File: config.mk
export PLATFORM = sky130hd
export DESIGN_NAME = cpu_mem_arbiter_flat
export DESIGN_NICKNAME = d
export VERILOG_FILES = /design/src/rtl/cpu_mem_arbiter_if.sv /design/src/rtl/cpu_mem_arbiter.sv /design/src/flat_wrapper.sv
export SDC_FILE = /design/constraint.sdc
export NUM_CORES = 1
export LEC_CHECK = 0
export CAP_MARGIN = 25
export CELL_PAD_IN_SITES_DETAIL_PLACEMENT = 1
export CELL_PAD_IN_SITES_GLOBAL_PLACEMENT = 2
export CORE_AREA = 2 2 114 116
export CTS_BUF_LIST = sky130_fd_sc_hd__clkbuf_16
export DETAILED_ROUTE_END_ITERATION = 16
export DIE_AREA = 0 0 116 118
export PLACE_DENSITY = 0.9
export SETUP_SLACK_MARGIN = 0.1
export SYNTH_ARGS = -nofsm -noshare
export SYNTH_HDL_FRONTEND = slang
export SYNTH_SLANG_ARGS = --single-unit
File: constraint.sdc
create_clock -name clk -period 7.1 [get_ports clk]
set_input_delay 1.065 -clock clk [delete_from_list [all_inputs] [get_ports clk]]
set_output_delay 1.065 -clock clk [all_outputs]
set_load 0.01 [all_outputs]
File: src/rtl/cpu_mem_arbiter_if.sv
// Bus bundle between the CPU-side requesters, the memory port unit and the
// pipelined memory bus. The slave modport is the arbiter's view.
interface cpu_mem_arbiter_if #(
  parameter int DATA_W    = 16,
  parameter int ADDR_W    = 16,
  parameter int MAX_OUTST = 4
);
  localparam int CNT_W = $clog2(MAX_OUTST + 1);

  logic              i_if_req;
  logic [ADDR_W-1:0] i_if_addr;
  logic              o_if_gnt;
  logic              o_if_rdvalid;
  logic [DATA_W-1:0] o_if_rddata;

  logic              i_d_req;
  logic              i_d_wr;
  logic [ADDR_W-1:0] i_d_addr;
  logic [DATA_W-1:0] i_d_wrdata;
  logic              o_d_gnt;
  logic              o_d_rdvalid;
  logic [DATA_W-1:0] o_d_rddata;

  logic [ADDR_W-1:0] o_mem_addr;
  logic              o_mem_rd;
  logic              o_mem_wr;
  logic [DATA_W-1:0] o_mem_wrdata;
  logic              i_mem_wait;
  logic [DATA_W-1:0] i_mem_rddata;
  logic              i_mem_rddatavalid;

  logic [CNT_W-1:0]  o_outst_cnt;
  logic              o_err;

  modport slave (
    input  i_if_req, i_if_addr,
    output o_if_gnt, o_if_rdvalid, o_if_rddata,
    input  i_d_req, i_d_wr, i_d_addr, i_d_wrdata,
    output o_d_gnt, o_d_rdvalid, o_d_rddata,
    output o_mem_addr, o_mem_rd, o_mem_wr, o_mem_wrdata,
    input  i_mem_wait, i_mem_rddata, i_mem_rddatavalid,
    output o_outst_cnt, o_err
  );

  modport master (
    output i_if_req, i_if_addr,
    input  o_if_gnt, o_if_rdvalid, o_if_rddata,
    output i_d_req, i_d_wr, i_d_addr, i_d_wrdata,
    input  o_d_gnt, o_d_rdvalid, o_d_rddata,
    input  o_mem_addr, o_mem_rd, o_mem_wr, o_mem_wrdata,
    output i_mem_wait, i_mem_rddata, i_mem_rddatavalid,
    input  o_outst_cnt, o_err
  );
endinterface

File: src/rtl/cpu_mem_arbiter.sv
// Shared memory port for instruction fetch and data accesses. Data has fixed
// priority over fetch; up to MAX_OUTST reads may be in flight, and a tag FIFO
// routes each in-order return back to the channel that issued it.
//
// state     | meaning
// ----------+---------------------------------------------------------
// CMD_EMPTY | command register holds nothing, free to capture
// CMD_FULL  | command presented on the bus, free once i_mem_wait is low
module cpu_mem_arbiter #(
  parameter int DATA_W    = 16,
  parameter int ADDR_W    = 16,
  parameter int MAX_OUTST = 4
) (
  input logic         clk,
  input logic         reset,
  cpu_mem_arbiter_if.slave bus
);
  localparam int CNT_W = $clog2(MAX_OUTST + 1);
  localparam int PTR_W = $clog2(MAX_OUTST);

  typedef enum logic {CMD_EMPTY, CMD_FULL} cmd_state_t;

  cmd_state_t        state_q, state_d;
  logic              cmd_rd_q, cmd_wr_q;
  logic [ADDR_W-1:0] cmd_addr_q;
  logic [DATA_W-1:0] cmd_wrdata_q;

  logic [MAX_OUTST-1:0] tag_mem_q;
  logic [PTR_W-1:0]     wr_ptr_q, rd_ptr_q;
  logic [CNT_W-1:0]     cnt_q;
  logic                 err_q;

  logic              if_rdvalid_q, d_rdvalid_q;
  logic [DATA_W-1:0] if_rddata_q, d_rddata_q;

  logic cmd_free, room, d_gnt, if_gnt;
  logic rd_capture, ret_pop, ret_err, pop_tag;

  // Command register occupancy: present next state from capture/accept.
  always_ff @(posedge clk or negedge reset) begin
    if (!reset) state_q <= CMD_EMPTY;
    else        state_q <= state_d;
  end

  // Arbitration and next-state; grants are suppressed while reset is asserted
  // so every output reads 0 during reset.
  always_comb begin
    state_d  = state_q;
    d_gnt    = 1'b0;
    if_gnt   = 1'b0;
    cmd_free = (state_q == CMD_EMPTY) || !bus.i_mem_wait;
    room     = cnt_q < CNT_W'(MAX_OUTST);
    if (reset && cmd_free) begin
      if (bus.i_d_req)       d_gnt  = bus.i_d_wr || room;
      else if (bus.i_if_req) if_gnt = room;
    end
    if (d_gnt || if_gnt) state_d = CMD_FULL;
    else if (cmd_free)   state_d = CMD_EMPTY;
  end

  // A blocked data read also blocks fetch because fetch only wins when no
  // data request is pending at all.
  assign rd_capture = if_gnt || (d_gnt && !bus.i_d_wr);
  assign ret_pop    = bus.i_mem_rddatavalid && (cnt_q != '0);
  assign ret_err    = bus.i_mem_rddatavalid && (cnt_q == '0);
  assign pop_tag    = tag_mem_q[rd_ptr_q];

  // Command register: load on capture, drop rd/wr once accepted with nothing new.
  always_ff @(posedge clk or negedge reset) begin
    if (!reset) begin
      cmd_rd_q     <= 1'b0;
      cmd_wr_q     <= 1'b0;
      cmd_addr_q   <= '0;
      cmd_wrdata_q <= '0;
    end else if (d_gnt) begin
      cmd_rd_q     <= !bus.i_d_wr;
      cmd_wr_q     <= bus.i_d_wr;
      cmd_addr_q   <= bus.i_d_addr;
      cmd_wrdata_q <= bus.i_d_wrdata;
    end else if (if_gnt) begin
      cmd_rd_q   <= 1'b1;
      cmd_wr_q   <= 1'b0;
      cmd_addr_q <= bus.i_if_addr;
    end else if (cmd_free) begin
      cmd_rd_q <= 1'b0;
      cmd_wr_q <= 1'b0;
    end
  end

  // Tag FIFO: 0 = fetch, 1 = data; pointers wrap since depth is a power of two.
  always_ff @(posedge clk or negedge reset) begin
    if (!reset) begin
      tag_mem_q <= '0;
      wr_ptr_q  <= '0;
      rd_ptr_q  <= '0;
    end else begin
      if (rd_capture) begin
        tag_mem_q[wr_ptr_q] <= d_gnt;
        wr_ptr_q            <= wr_ptr_q + PTR_W'(1);
      end
      if (ret_pop) rd_ptr_q <= rd_ptr_q + PTR_W'(1);
    end
  end

  // Outstanding read counter; capture and return together cancel out.
  always_ff @(posedge clk or negedge reset) begin
    if (!reset) cnt_q <= '0;
    else if (rd_capture && !ret_pop) cnt_q <= cnt_q + CNT_W'(1);
    else if (!rd_capture && ret_pop) cnt_q <= cnt_q - CNT_W'(1);
  end

  // Registered return steering; rddata holds until the next return to its channel.
  always_ff @(posedge clk or negedge reset) begin
    if (!reset) begin
      if_rdvalid_q <= 1'b0;
      d_rdvalid_q  <= 1'b0;
      if_rddata_q  <= '0;
      d_rddata_q   <= '0;
    end else begin
      if_rdvalid_q <= ret_pop && !pop_tag;
      d_rdvalid_q  <= ret_pop && pop_tag;
      if (ret_pop && !pop_tag) if_rddata_q <= bus.i_mem_rddata;
      if (ret_pop && pop_tag)  d_rddata_q  <= bus.i_mem_rddata;
    end
  end

  // Sticky error for a return with nothing in flight; data is dropped.
  always_ff @(posedge clk or negedge reset) begin
    if (!reset)       err_q <= 1'b0;
    else if (ret_err) err_q <= 1'b1;
  end

  assign bus.o_if_gnt     = if_gnt;
  assign bus.o_d_gnt      = d_gnt;
  assign bus.o_if_rdvalid = if_rdvalid_q;
  assign bus.o_if_rddata  = if_rddata_q;
  assign bus.o_d_rdvalid  = d_rdvalid_q;
  assign bus.o_d_rddata   = d_rddata_q;
  assign bus.o_mem_addr   = cmd_addr_q;
  assign bus.o_mem_rd     = cmd_rd_q;
  assign bus.o_mem_wr     = cmd_wr_q;
  assign bus.o_mem_wrdata = cmd_wrdata_q;
  assign bus.o_outst_cnt  = cnt_q;
  assign bus.o_err        = err_q;
endmodule

File: src/flat_wrapper.sv
// flat-port wrapper written by rule: the top's interface ports become plain ports
module cpu_mem_arbiter_flat 
#(
  parameter int DATA_W    = 16,
  parameter int ADDR_W    = 16,
  parameter int MAX_OUTST = 4
)
  (clk, reset, bus_i_if_req, bus_i_if_addr, bus_o_if_gnt, bus_o_if_rdvalid, bus_o_if_rddata, bus_i_d_req, bus_i_d_wr, bus_i_d_addr, bus_i_d_wrdata, bus_o_d_gnt, bus_o_d_rdvalid, bus_o_d_rddata, bus_o_mem_addr, bus_o_mem_rd, bus_o_mem_wr, bus_o_mem_wrdata, bus_i_mem_wait, bus_i_mem_rddata, bus_i_mem_rddatavalid, bus_o_outst_cnt, bus_o_err);
  cpu_mem_arbiter_if #(.DATA_W(DATA_W), .ADDR_W(ADDR_W), .MAX_OUTST(MAX_OUTST)) bus_i ();
  input logic clk;
  input logic reset;
  input wire logic [$bits(bus_i.i_if_req)-1:0] bus_i_if_req;
  input wire logic [$bits(bus_i.i_if_addr)-1:0] bus_i_if_addr;
  output wire logic [$bits(bus_i.o_if_gnt)-1:0] bus_o_if_gnt;
  output wire logic [$bits(bus_i.o_if_rdvalid)-1:0] bus_o_if_rdvalid;
  output wire logic [$bits(bus_i.o_if_rddata)-1:0] bus_o_if_rddata;
  input wire logic [$bits(bus_i.i_d_req)-1:0] bus_i_d_req;
  input wire logic [$bits(bus_i.i_d_wr)-1:0] bus_i_d_wr;
  input wire logic [$bits(bus_i.i_d_addr)-1:0] bus_i_d_addr;
  input wire logic [$bits(bus_i.i_d_wrdata)-1:0] bus_i_d_wrdata;
  output wire logic [$bits(bus_i.o_d_gnt)-1:0] bus_o_d_gnt;
  output wire logic [$bits(bus_i.o_d_rdvalid)-1:0] bus_o_d_rdvalid;
  output wire logic [$bits(bus_i.o_d_rddata)-1:0] bus_o_d_rddata;
  output wire logic [$bits(bus_i.o_mem_addr)-1:0] bus_o_mem_addr;
  output wire logic [$bits(bus_i.o_mem_rd)-1:0] bus_o_mem_rd;
  output wire logic [$bits(bus_i.o_mem_wr)-1:0] bus_o_mem_wr;
  output wire logic [$bits(bus_i.o_mem_wrdata)-1:0] bus_o_mem_wrdata;
  input wire logic [$bits(bus_i.i_mem_wait)-1:0] bus_i_mem_wait;
  input wire logic [$bits(bus_i.i_mem_rddata)-1:0] bus_i_mem_rddata;
  input wire logic [$bits(bus_i.i_mem_rddatavalid)-1:0] bus_i_mem_rddatavalid;
  output wire logic [$bits(bus_i.o_outst_cnt)-1:0] bus_o_outst_cnt;
  output wire logic [$bits(bus_i.o_err)-1:0] bus_o_err;
  assign bus_i.i_if_req = bus_i_if_req;
  assign bus_i.i_if_addr = bus_i_if_addr;
  assign bus_o_if_gnt = bus_i.o_if_gnt;
  assign bus_o_if_rdvalid = bus_i.o_if_rdvalid;
  assign bus_o_if_rddata = bus_i.o_if_rddata;
  assign bus_i.i_d_req = bus_i_d_req;
  assign bus_i.i_d_wr = bus_i_d_wr;
  assign bus_i.i_d_addr = bus_i_d_addr;
  assign bus_i.i_d_wrdata = bus_i_d_wrdata;
  assign bus_o_d_gnt = bus_i.o_d_gnt;
  assign bus_o_d_rdvalid = bus_i.o_d_rdvalid;
  assign bus_o_d_rddata = bus_i.o_d_rddata;
  assign bus_o_mem_addr = bus_i.o_mem_addr;
  assign bus_o_mem_rd = bus_i.o_mem_rd;
  assign bus_o_mem_wr = bus_i.o_mem_wr;
  assign bus_o_mem_wrdata = bus_i.o_mem_wrdata;
  assign bus_i.i_mem_wait = bus_i_mem_wait;
  assign bus_i.i_mem_rddata = bus_i_mem_rddata;
  assign bus_i.i_mem_rddatavalid = bus_i_mem_rddatavalid;
  assign bus_o_outst_cnt = bus_i.o_outst_cnt;
  assign bus_o_err = bus_i.o_err;
  cpu_mem_arbiter #(.DATA_W(DATA_W), .ADDR_W(ADDR_W), .MAX_OUTST(MAX_OUTST)) u_core (.clk(clk), .reset(reset), .bus(bus_i));
endmodule
==> results of run 1 <==
-- cells by family (layout without fill, tap and decap cells) --
group                      count (synthesis)  after routing
muxes                                     51             51
DFF                                       81             81
AOI/OAI and AO/OA                         44             44
buffers and inverters                     27            171
and+or+nand+nor                           49             49
xor gates and xnor gates                   6              6
adders and majority gates                  6              6
-- placed cells by master (no fill, tap or decap), types with 2 or more instances in the layout --
cell / Yosys / layout
clkdlybuf4s50_1: 0 / 143
mux2_4: 13 / 13
buf_4: 2 / 4
clkinv_1: 0 / 2
xor2_1: 2 / 2
mux2_2: 37 / 37
nor2_1: 2 / 2
xnor2_1: 4 / 4
o21ai_0: 16 / 16
clkinvlp_4: 0 / 2
clkbuf_16: 0 / 9
nor4_1: 16 / 16
dfrtp_1: 81 / 81
a31oi_1: 16 / 16
nand3_1: 20 / 20
inv_1: 7 / 7
nand2b_1: 2 / 2
nor3_1: 2 / 2
a22o_1: 4 / 4
ha_1: 5 / 5
-- registers in the layout (all words and copies together), names as in the netlist, 2 cells and up --
signal and flops:
u_core.bus.o_d_rddata 16, u_core.bus.o_outst_cnt 3, u_core.tag_mem_q 4, u_core.bus.o_mem_wrdata 16
u_core.rd_ptr_q 2, u_core.wr_ptr_q 2, u_core.bus.o_mem_addr 16, u_core.bus.o_if_rddata 16
-- final cells by class --
class | count | area, sq um
multi-input cells | 156 | 1340
clock buffers | 9 | 225.2
well taps | 172 | 215.2
fillers | 1330 | 7063
flip-flops and latches | 81 | 2027
clock inverters | 7 | 45.04
repair buffers | 148 | 1473
inverters | 7 | 26.28
-- stage by stage --
stage	total power, mW	std cells	setup WS, ns	utilization, %	hold WS [ns]
2_1_floorplan	1.299	264	4.062	-	0.4528
3_3_place_gp	1.789	562	2.130	40.78	0.4406
3_5_place_dp	1.831	563	2.000	40.87	0.4641
4_1_cts	2.265	579	2.015	43.05	0.4795
5_1_grt	2.374	580	1.818	43.11	0.4945
6_report	2.232	580	2.043	43.11	0.4702
-- per-layer routing --
layer	GRT usage, %	part of all wire [%]	vias to the layer above
met5	0	0	-
met4	5.804	1.8	0
met3	2.266	5.3	13
met2	23.25	49	95
met1	18.70	44	1339
li1	-	-	1234
-- power by group through the flow --
stage	clock [mW]	sequential, mW	combinational (mW)
floorplan	0	0.887	0.412
global placement	0	0.817	0.972
detailed placement	0	0.827	1.00
CTS	0.436	0.822	1.01
global route	0.458	0.847	1.07
finish	0.424	0.818	0.990
-- path summary, 6_finish.rpt --
path	startpoint	end	cells past startpoint
max	bus_i_mem_wait	bus_o_d_gnt	5
min	u_core.bus.o_err	u_core.bus.o_err	1
max reg2reg	u_core.state_q	u_core.bus.o_outst_cnt[2]	8
min reg2reg	u_core.bus.o_err	u_core.bus.o_err	1
max in group asynchronous	reset	u_core.bus.o_mem_wrdata[13]	2
min in group asynchronous	reset	u_core.bus.o_if_rddata[15]	1
==> results_dict.tcl, run 1 <==
set metrics [dict create \
    post_cts_resized 0 \
    hold_viol 0 \
    hold_path.class "flop to flop" \
    syn_area_sq_um 3516 \
    relSlewSlack_pct 36.11 \
    grt.overflow.total 0 \
    cp_slowest_cell "or3_2" \
    criticalPathCategory "input pin to output port" \
    cts_root_buf "clkbuf_16" \
    max_stage_delay_ns 0.80 \
    synth.distinct_cells 36 \
    yosys-top-cells-area "dfrtp_1 (58%), mux2_2 (12%), mux2_4 (5.6%)" \
    drive_gt1_share_pct 18.63 \
    p_switching_mw 0.7100 \
    initial_core_util_pct 28.32 \
    path_common_cell "clkdlybuf4s50_1" \
    p_clk_share_pct 19.0 \
    synth_top_family_by_area "multiplexers" \
    synth_top_area_share_pct 57.65 \
    cellPowerDensity_nw_per_um2 417.0 \
    slew_violations 0 \
    fin_tns_setup_ns 0 \
    grt_use_total_pct 14.24 \
    seqPwrFrac_pct 36.6 \
    synth_edf_count 0 \
    die_area_sq_um 13690 \
    drt-pass1-iter-count 4 \
    cts_tree "built" \
    synthMuxAreaShare_pct 18.04 \
    chipWidth_um 116 \
    finalCriticalPeriod_ns 5.057 \
    syn-num-nets 341 \
    yosysTopAreaCell "dfrtp_1" \
    synth_cells 264 \
    ys.flop_type "dfrtp_1" \
    p_comb_share_pct 44.4 \
    drcViolationCount 0 \
    maxCapViolCount 0 \
    drt_iter0_markers 108 \
    die_h_um 118 \
    ys_seq_area_share_pct 57.65 \
    core-area_sq_um 12410 \
    finalCritPeriodShare_pct 71.23 \
    ys_ff_latch 81 \
    cts_hold_buf 0 \
    cp_cell_sequence "clkdlybuf4s50_1, a21bo_1, or3_2, inv_1, clkdlybuf4s50_1" \
    synth_simple_gate_area_share_pct 7.972 \
    synth_compound_area_share_pct 8.078 \
    place_area_sq_um 5074 \
    grt_max_degree 45 \
    ant_nets 0 \
    r2r_setup_slack_ns 4.20 \
    rows 41 \
    cp_top_family "buffers and inverters" \
    num_antenna_cells 0 \
    swShare_pct 31.82 \
    fmax_mhz 197.7 \
    antenna_found_initial 0 \
    nets 480 \
    grt_pass1_vias 2904 \
    num_io_pins 145 \
    wl_per_cell_um 16.22 \
    cp-end-kind "output port" \
    htree_levels 3 \
    area.growth.synth_to_final_pct 52.21 \
    worst_pin_slew_ns 0.9583 \
    yosysMostFrequentCell "dfrtp_1" \
    via_per_inst 4.622 \
    synth_commonest_cells "dfrtp_1 (81), mux2_2 (37), nand3_1 (20)" \
    startpoint_type "input pin" \
    post_cts_buffers 0 \
    p_int_mw 1.522 \
    totalWireLength_mm 9.405 \
    p_leak_nw 2.174 \
    yosys_warnings 0 \
    cp_max_fo 36 \
    skew_ns 0.007904 \
    peakVddDrop_v 0.0001240 \
    synthArstFlopShare_pct 100.0 \
    cp.arrival_ns 3.99 \
    setup_viol 0 \
    required_ns 6.03 \
    cts_sinks 81 \
    numCtsBuffers 9 \
    clk_pin_slew_worst_paths_ns 0.06 \
    port_buffers 144 \
    rsz0062_at_grt "false" \
    via_count 2681 \
    hpwl_mm 6.923 \
    max-clock-path-buffers 2 \
    critPathBufInv 3 \
    place_congestion 0.7735 \
    design_area_sq_um 5351 \
    status "completed" \
    insertion_delay_ns 0.33 \
    grt_pass1_wl_mm 15.25 \
    synthAdderAreaFrac_pct 2.349 \
    synth_area_per_cell_sq_um 13.32 \
    synth_xor_area_share_pct 1.495 \
]
(Power assumes the default switching activity.)
==> inputs of run 2 (changes only) <==
- CORE_AREA: 2 2 114 116 -> 2 2 125 127
- DIE_AREA: 0 0 116 118 -> 0 0 127 129
- PLACE_DENSITY: 0.9 -> 0.81
- clock period: 7.1 -> 4.1 ns (I/O delays scaled with it)
==> run 2 against run 1 <==
Wire length rose by 6.6%; worst hold slack worse by 0.11 ns; core utilization shrank 6.8 points; register-to-register slack worse by 2.7 ns; clock power grew 99%; critical path type unchanged.
==> results_dict.tcl, run 2 (same netlist as run 1, synthesis figures left out) <==
set metrics [dict create \
    hold_path.class "input pin to asynchronous set/reset pin" \
    port_buffers 144 \
    startpoint_type "input pin" \
    fmax_mhz 306.0 \
    cp_max_fo 17 \
    core-area_sq_um 14980 \
    initial_core_util_pct 23.48 \
    crit_path_end "bus_o_d_gnt" \
    post_cts_resized 0 \
    place_congestion 0.7643 \
    nets 482 \
    maxCapViolCount 0 \
    cts_root_buf "clkbuf_16" \
    ant_nets 0 \
    cts_hold_buf 0 \
    max_stage_delay_ns 0.58 \
    post_cts_buffers 0 \
    r2r_start "u_core.state_q" \
    chipWidth_um 127 \
    cp_cell_sequence "clkdlybuf4s50_1, inv_1, or3_1, inv_1, clkdlybuf4s50_1" \
    place_area_sq_um 5100 \
    design_area_sq_um 5444 \
    drt-pass1-iter-count 4 \
    cp-end-kind "output port" \
    insertion_delay_ns 0.34 \
    die_area_sq_um 16380 \
    setup_viol 0 \
    mostFrequentLayoutCell "clkdlybuf4s50_1" \
    relSlewSlack_pct 35.92 \
    timing.hold.ws_ns 0.3648 \
    rows 45 \
    finalCritPeriodShare_pct 79.71 \
    finalCriticalPeriod_ns 3.268 \
    num_antenna_cells 0 \
    fill_cells 1598 \
    cellPowerDensity_nw_per_um2 736.7 \
    ff_latch_area_sq_um 2027 \
    numCtsBuffers 9 \
    skew_ns 0.008144 \
    r2r_setup_slack_ns 1.53 \
    max-clock-path-buffers 2 \
    antenna_found_initial 0 \
    startpoint "bus_i_d_req" \
    hpwl_mm 7.298 \
    place_inst 580 \
    criticalPathCategory "input pin to output port" \
    grt_max_degree 82 \
    hold_viol 0 \
    required_ns 3.48 \
    cp_slowest_cell "clkdlybuf4s50_1" \
    grt_pass1_wl_mm 16.46 \
    multi_input_area_sq_um 1343 \
    via_count 2736 \
    cts_tree "built" \
    via_per_inst 4.583 \
    drcViolationCount 0 \
    drt_iter0_markers 78 \
    wl_per_cell_um 16.80 \
    htree_levels 3 \
    r2r_cells 8 \
    grt_use_total_pct 12.78 \
    die_h_um 129 \
    clk_pin_slew_worst_paths_ns 0.06 \
    totalWireLength_mm 10.03 \
    r2r_end "u_core.bus.o_outst_cnt[2]" \
    rsz0062_at_grt "false" \
    area.growth.synth_to_final_pct 54.84 \
    layout_common_cells "clkdlybuf4s50_1 (143), dfrtp_1 (81), mux2_2 (37)" \
    grt_pass1_vias 3114 \
    slew_violations 0 \
    p_leak_nw 2.214 \
    drive_gt1_share_pct 18.83 \
    status "completed" \
    worst_pin_slew_ns 0.9555 \
    num_io_pins 145 \
    fin_tns_setup_ns 0 \
    peakVddDrop_v 0.0002140 \
    finalNonFillerCells 597 \
    cts_sinks 81 \
    cp.arrival_ns 2.65 \
    grt.overflow.total 0 \
]
-- run 2: cell count changes in the layout (fill, tap and decap cells not counted), sizes merged --
cell / delta
inv: +1
bufinv: +2
clkinv: -3
buf: +2
clkinvlp: -1
-- run 2: critical path, delay by kind of cell --
kind	cells	cell delay, ns
AND/OR/NAND/NOR	1	0.46
buffers and inverters	4	1.57
-- run 2: routing by layer --
metal | global-route usage [%] | vias up | part of all wire, %
li1 | - | 1248 | -
met3 | 3.160 | 12 | 6.2
met2 | 20.59 | 112 | 46
met5 | 0 | - | 0
met4 | 4.719 | 0 | 1.4
met1 | 16.78 | 1364 | 46
-- run 2: power by group --
| part | internal [mW] | switching, mW |
|---|---|---|
| registers | 1.18 | 0.252 |
| clock network | 0.528 | 0.315 |
| logic | 1.06 | 0.683 |
-- run 2: how the worst min path moves through the flow --
| stage | start | end | slack [ns] | depth (start not counted) |
|---|---|---|---|---|
| 3_5_place_dp | u_core.bus.o_err | u_core.bus.o_err | 0.45 | 1 |
| 4_1_cts | u_core.bus.o_err | u_core.bus.o_err | 0.46 | 1 |
| 5_1_grt | reset | u_core.bus.o_outst_cnt[2] | 0.40 | 2 |
| 6_report | reset | u_core.bus.o_outst_cnt[2] | 0.36 | 2 |
| 3_3_place_gp | u_core.bus.o_err | u_core.bus.o_err | 0.44 | 1 |
| 2_1_floorplan | reset | u_core.bus.o_d_rddata[0] | 0.32 | 0 |
-- run 2: final cells by class --
| cell class | instances | area share (%) |
|---|---|---|
| Timing Repair Buffer | 150 | 27.63 |
| Inverter | 7 | 0.4826 |
| Sequential cell | 81 | 37.23 |
| Clock buffer | 9 | 4.137 |
| Multi-Input combinational cell | 156 | 24.66 |
| Clock inverter | 6 | 1.540 |
| Tap cell | 188 | 4.321 |
-- run 2: per-stage QoR --
stage               setup WS [ns]  utilization (%)  power, mW
floorplan                   1.643                -      2.250
global placement           0.7327            34.05      3.123
detailed placement         0.7220            34.05      3.194
CTS                        0.6963            36.12      4.072
global route               0.7320            36.35      4.259
finish                     0.8318            36.35      4.011
==> inputs of run 3 (changes only) <==
- clock period: 4.1 -> 2.6 ns (I/O delays scaled with it)
==> run 3 against run 2 <==
Core utilization is 0.10 points lower; die area stayed put; largest cell class unchanged; clock power rose by 35%; count of clock-buffer cells in the layout stayed put; first-iteration DRC count rose by 32%; cell count increased by 1.3%.
==> results_dict.tcl, run 3 (same netlist as run 1, synthesis figures left out) <==
set metrics [dict create \
    status "completed" \
    cp_cell_sequence "clkdlybuf4s50_1, a21bo_1, or3_1, inv_1, dlygate4sd2_1" \
    drt_iter0_markers 103 \
    rows 45 \
    critPathBufInv 3 \
    initial_core_util_pct 23.48 \
    numCtsBuffers 9 \
    cts_root_buf "clkbuf_16" \
    grt_pass1_vias 3132 \
    hold_path.class "input pin to asynchronous set/reset pin" \
    finalCritPeriodShare_pct 86.77 \
    criticalPathCategory "input pin to output port" \
    layout_common_cells "clkdlybuf4s50_1 (141), dfrtp_1 (81), mux2_2 (37)" \
    slew_violations 0 \
    peakVddDrop_v 0.0004302 \
    clk_pin_slew_worst_paths_ns 0.06 \
    p_leak_nw 2.232 \
    die_h_um 129 \
    cp_num_cells 5 \
    max-clock-path-buffers 2 \
    finalCriticalPeriod_ns 2.256 \
    totalWireLength_mm 10.24 \
    grt_max_degree 61 \
    multi_input_area_sq_um 1343 \
    wl_per_cell_um 16.93 \
    hold_viol 0 \
    relSlewSlack_pct 47.12 \
    cts_sinks 81 \
    grt_use_total_pct 12.90 \
    pre_cts_ws_ns -0.02357 \
    chipWidth_um 127 \
    num_io_pins 145 \
    insertion_delay_ns 0.33 \
    port_buffers 144 \
    cts_tree "built" \
    hpwl_mm 7.423 \
    antenna_found_initial 0 \
    maxCapViolCount 0 \
    htree_levels 3 \
    max_stage_delay_ns 0.43 \
    core-area_sq_um 14980 \
    area.growth.synth_to_final_pct 54.41 \
    cp-end-kind "output port" \
    num_antenna_cells 0 \
    grt_pass1_wl_mm 16.52 \
    drive_gt1_share_pct 20.38 \
    place_congestion 0.7634 \
    via_per_inst 4.628 \
    nets 489 \
    mostFrequentLayoutCell "clkdlybuf4s50_1" \
    fmax_mhz 443.3 \
    fill_cells 1610 \
    rsz0062_at_grt "false" \
    drt-pass1-iter-count 4 \
    ant_nets 0 \
    cts_hold_buf 0 \
    cellPowerDensity_nw_per_um2 1136 \
    cp_slowest_cell "clkdlybuf4s50_1" \
    setup_viol 0 \
    grt.overflow.total 0 \
    cp.arrival_ns 1.87 \
    required_ns 2.21 \
    skew_ns 0.004984 \
    die_area_sq_um 16380 \
    layout_setup_ws_ns 0.3439 \
    cp_top_family "buffers and inverters" \
    worst_pin_slew_ns 0.7931 \
    fin_tns_setup_ns 0 \
    ff_latch_area_sq_um 2027 \
    r2r_cells 8 \
    drcViolationCount 0 \
    cp_max_fo 5 \
    startpoint_type "input pin" \
    via_count 2800 \
]
run 3: changes by cell type in the layout (fill, tap and decap cells not counted):
cell,delta
buf_16,-1
buf_4,+8
bufinv_16,-2
clkdlybuf4s50_1,-2
clkinv_2,+3
clkinv_4,+1
dlygate4sd2_1,+2
inv_6,-1
run 3: final cells by class:
type                            instances  area share [%]
Inverter                                7          0.4840
Sequential cell                        81           37.34
Timing Repair Buffer                  157           28.26
Clock inverter                          7          0.7144
Multi-Input combinational cell        156           24.73
Clock buffer                            9           4.148
Tap cell                              188           4.333
run 3: per-layer routing:
| layer | routed length, um | GRT usage (%) | up-vias | share of wire (%) |
|---|---|---|---|---|
| met5 | 0 | 0 | - | 0 |
| met4 | 137 | 4.977 | 0 | 1.3 |
| met3 | 724 | 3.493 | 13 | 7.1 |
| met2 | 4753 | 21.09 | 123 | 46 |
| met1 | 4626 | 16.38 | 1409 | 45 |
| li1 | - | - | 1255 | - |
run 3: timing repair:
item,in CTS,in global routing
setup endpoints to repair,2,0
resized for setup,2,0
setup buffers,0,0
run 3: worst paths after layout:
check                                           from                     endpoint  slack (ns)
hold / removal                                 reset  u_core.bus.o_mem_wrdata[10]        0.07
min in group clk                    u_core.bus.o_err             u_core.bus.o_err        0.46
max in group asynchronous                      reset     u_core.bus.o_d_rddata[8]        1.44
setup / recovery                      bus_i_mem_wait                  bus_o_d_gnt        0.34
setup reg to reg           u_core.bus.o_outst_cnt[2]    u_core.bus.o_outst_cnt[2]        0.41
hold reg to reg                     u_core.bus.o_err             u_core.bus.o_err        0.46
run 3: worst reg2reg max path, stage by stage, from the launching register on:
cell	delay, ns
dfrtp_1	0.50
o31a_1	0.37
inv_1	0.19
ha_1	0.20
inv_1	0.06
fa_1	0.38
xor2_1	0.15
nor2_1	0.11
xor2_1	0.16
run 3: per-stage QoR:
step	cells	total power [mW]	area, sq um	util (%)	hold slack (ns)
2_1_floorplan	264	3.548	3516	-	0.09441
3_3_place_gp	589	4.959	5167	34.50	0.4230
3_5_place_dp	589	5.079	5167	34.50	0.4358
4_1_cts	605	6.267	5429	36.25	0.06827
5_1_grt	605	6.538	5429	36.25	0.08532
6_report	605	6.165	5429	36.25	0.07339
run 3: power by group:
part	switching, mW	internal (mW)
Sequential	0.395	1.86
Clock	0.505	0.636
Combinational	1.09	1.68
==> RTL change (settings of run 3) <==
`DATA_W` is set to 16 in 3 places; all go to 24.
--- a/src/rtl/cpu_mem_arbiter_if.sv
+++ b/src/rtl/cpu_mem_arbiter_if.sv
@@ -3,3 +3,3 @@
 interface cpu_mem_arbiter_if #(
-  parameter int DATA_W    = 16,
+  parameter int DATA_W    = 24,
   parameter int ADDR_W    = 16,
--- a/src/rtl/cpu_mem_arbiter.sv
+++ b/src/rtl/cpu_mem_arbiter.sv
@@ -9,3 +9,3 @@
 module cpu_mem_arbiter #(
-  parameter int DATA_W    = 16,
+  parameter int DATA_W    = 24,
   parameter int ADDR_W    = 16,
--- a/src/flat_wrapper.sv
+++ b/src/flat_wrapper.sv
@@ -3,3 +3,3 @@
 #(
-  parameter int DATA_W    = 16,
+  parameter int DATA_W    = 24,
   parameter int ADDR_W    = 16,
Ports: changed (5 resized); port bits go from 145 to 185. No check against the original RTL was run, so the function may have changed too.
==> RTL change against run 3 <==
- via count increased by 20%
- worst setup slack lost 0.015 ns
- routed wire length increased by 21%
- sequential cell count rose by 24
- register-to-register slack improved by 0.05 ns
- design area increased by 25%
- sequential power up 28%
- cell count grew 15%
- area after synthesis increased by 27%
- first-iteration DRC count decreased by 2.9%
- power up 28%
==> RTL change: results (changes against run 3) <==
status=finished, final reports clean; largest net degree at the start of global routing=53 (-13%); drt initial violations=100 (-2.9%); grt met3 use=5.489% (+2.0 points); crit-path max cell delay=0.48 ns (+0.05 ns); vias in the first global route=3570 (+14%); fmax=0.4403 GHz (-0.67%); Metal-1 WL=5390 um (+17%); FILL cells=1561 (-3.0%); Wirelength per Cell=17.85 um (+5.5%); multi-input gate share of total cell area=24.27% (-0.46 points); DP Worst Slack=-0.007798 ns (+0.01577 ns); DR WL met3=905 um (+25%); Crit-path slowest cell=or3_2; CP top delay family=simple AND/OR/NAND/NOR gates; FF-to-FF setup slack=0.46 ns (+0.05 ns); nets@finish=594 (+21%); DP HPWL=8892 um (+20%); layout cells sized above 1=21.78% (+1.4 points); non-clk buf share=28.86% (+0.60 points); top cells by area, synth=dfrtp_1 (59%), mux2_2 (13%), mux2_4 (7.8%); first-pass GRT wire length=19710 um (+19%); Routability Congestion=0.7679 (+0.59%); slew margin rel.=55.49% (+8.4 points); clock network share of area=4.330% (-0.53 points); met1 usage=19.86% (+3.5 points); wire length on met2=5984 um (+26%); PortBufs=184 (+28%); gr usage total=15.41% (+2.5 points); VDD IR max=385.0 uV (-11%); fraction of the yosys area taken by sequential cells=59.04% (+1.4 points); Placed Cells=677 (+15%); Hold Buf Count CTS=1 (+1); area post-placement=6486 um2 (+26%)
-- RTL change: power by group through the flow --
stage | sequential, mW | clock (mW) | combinational (mW)
floorplan | 3.15 | 0 | 1.46
global placement | 2.86 | 0 | 3.64
detailed placement | 2.90 | 0 | 3.71
CTS | 2.88 | 1.42 | 3.73
global route | 2.98 | 1.48 | 3.91
finish | 2.87 | 1.35 | 3.66
-- RTL change: worst reg2reg max path: stages, from the launching register on --
cell	delay, ns
dfrtp_1	0.45
o31a_1	0.37
inv_1	0.17
ha_1	0.23
inv_1	0.06
fa_1	0.37
xor2_1	0.15
nor2_1	0.11
xor2_1	0.15
-- RTL change: metrics by stage --
stage | hold slack, ns | utilization [%]
finish | 0.2284 | 45.34
global route | 0.2831 | 45.34
CTS | 0.2547 | 45.32
detailed placement | 0.2323 | 43.31
global placement | 0.2291 | 43.31
floorplan | 0.09441 | -
-- RTL change: cell families (layout without fill, tap and decap cells) --
group,after synthesis,in the layout,synth area share (%)
AOI/OAI and AO/OA,44,44,6.382
xor gates and xnor gates,6,6,1.181
adders and majority gates,6,6,1.856
buffers and inverters,30,220,4.077
DFF,105,105,59.04
muxes,75,75,21.17
and+or+nand+nor,49,49,6.298
-- RTL change: path summary, 6_finish.rpt --
kind,from,to,cells after the start
setup / recovery,u_core.state_q,bus_o_d_gnt,4
hold reg to reg,u_core.bus.o_err,u_core.bus.o_err,1
max in group asynchronous,reset,u_core.bus.o_mem_addr[7],3
hold / removal,reset,u_core.bus.o_mem_addr[15],2
setup reg to reg,u_core.bus.o_outst_cnt[0],u_core.bus.o_outst_cnt[2],8
min in group clk,u_core.bus.o_err,u_core.bus.o_err,1
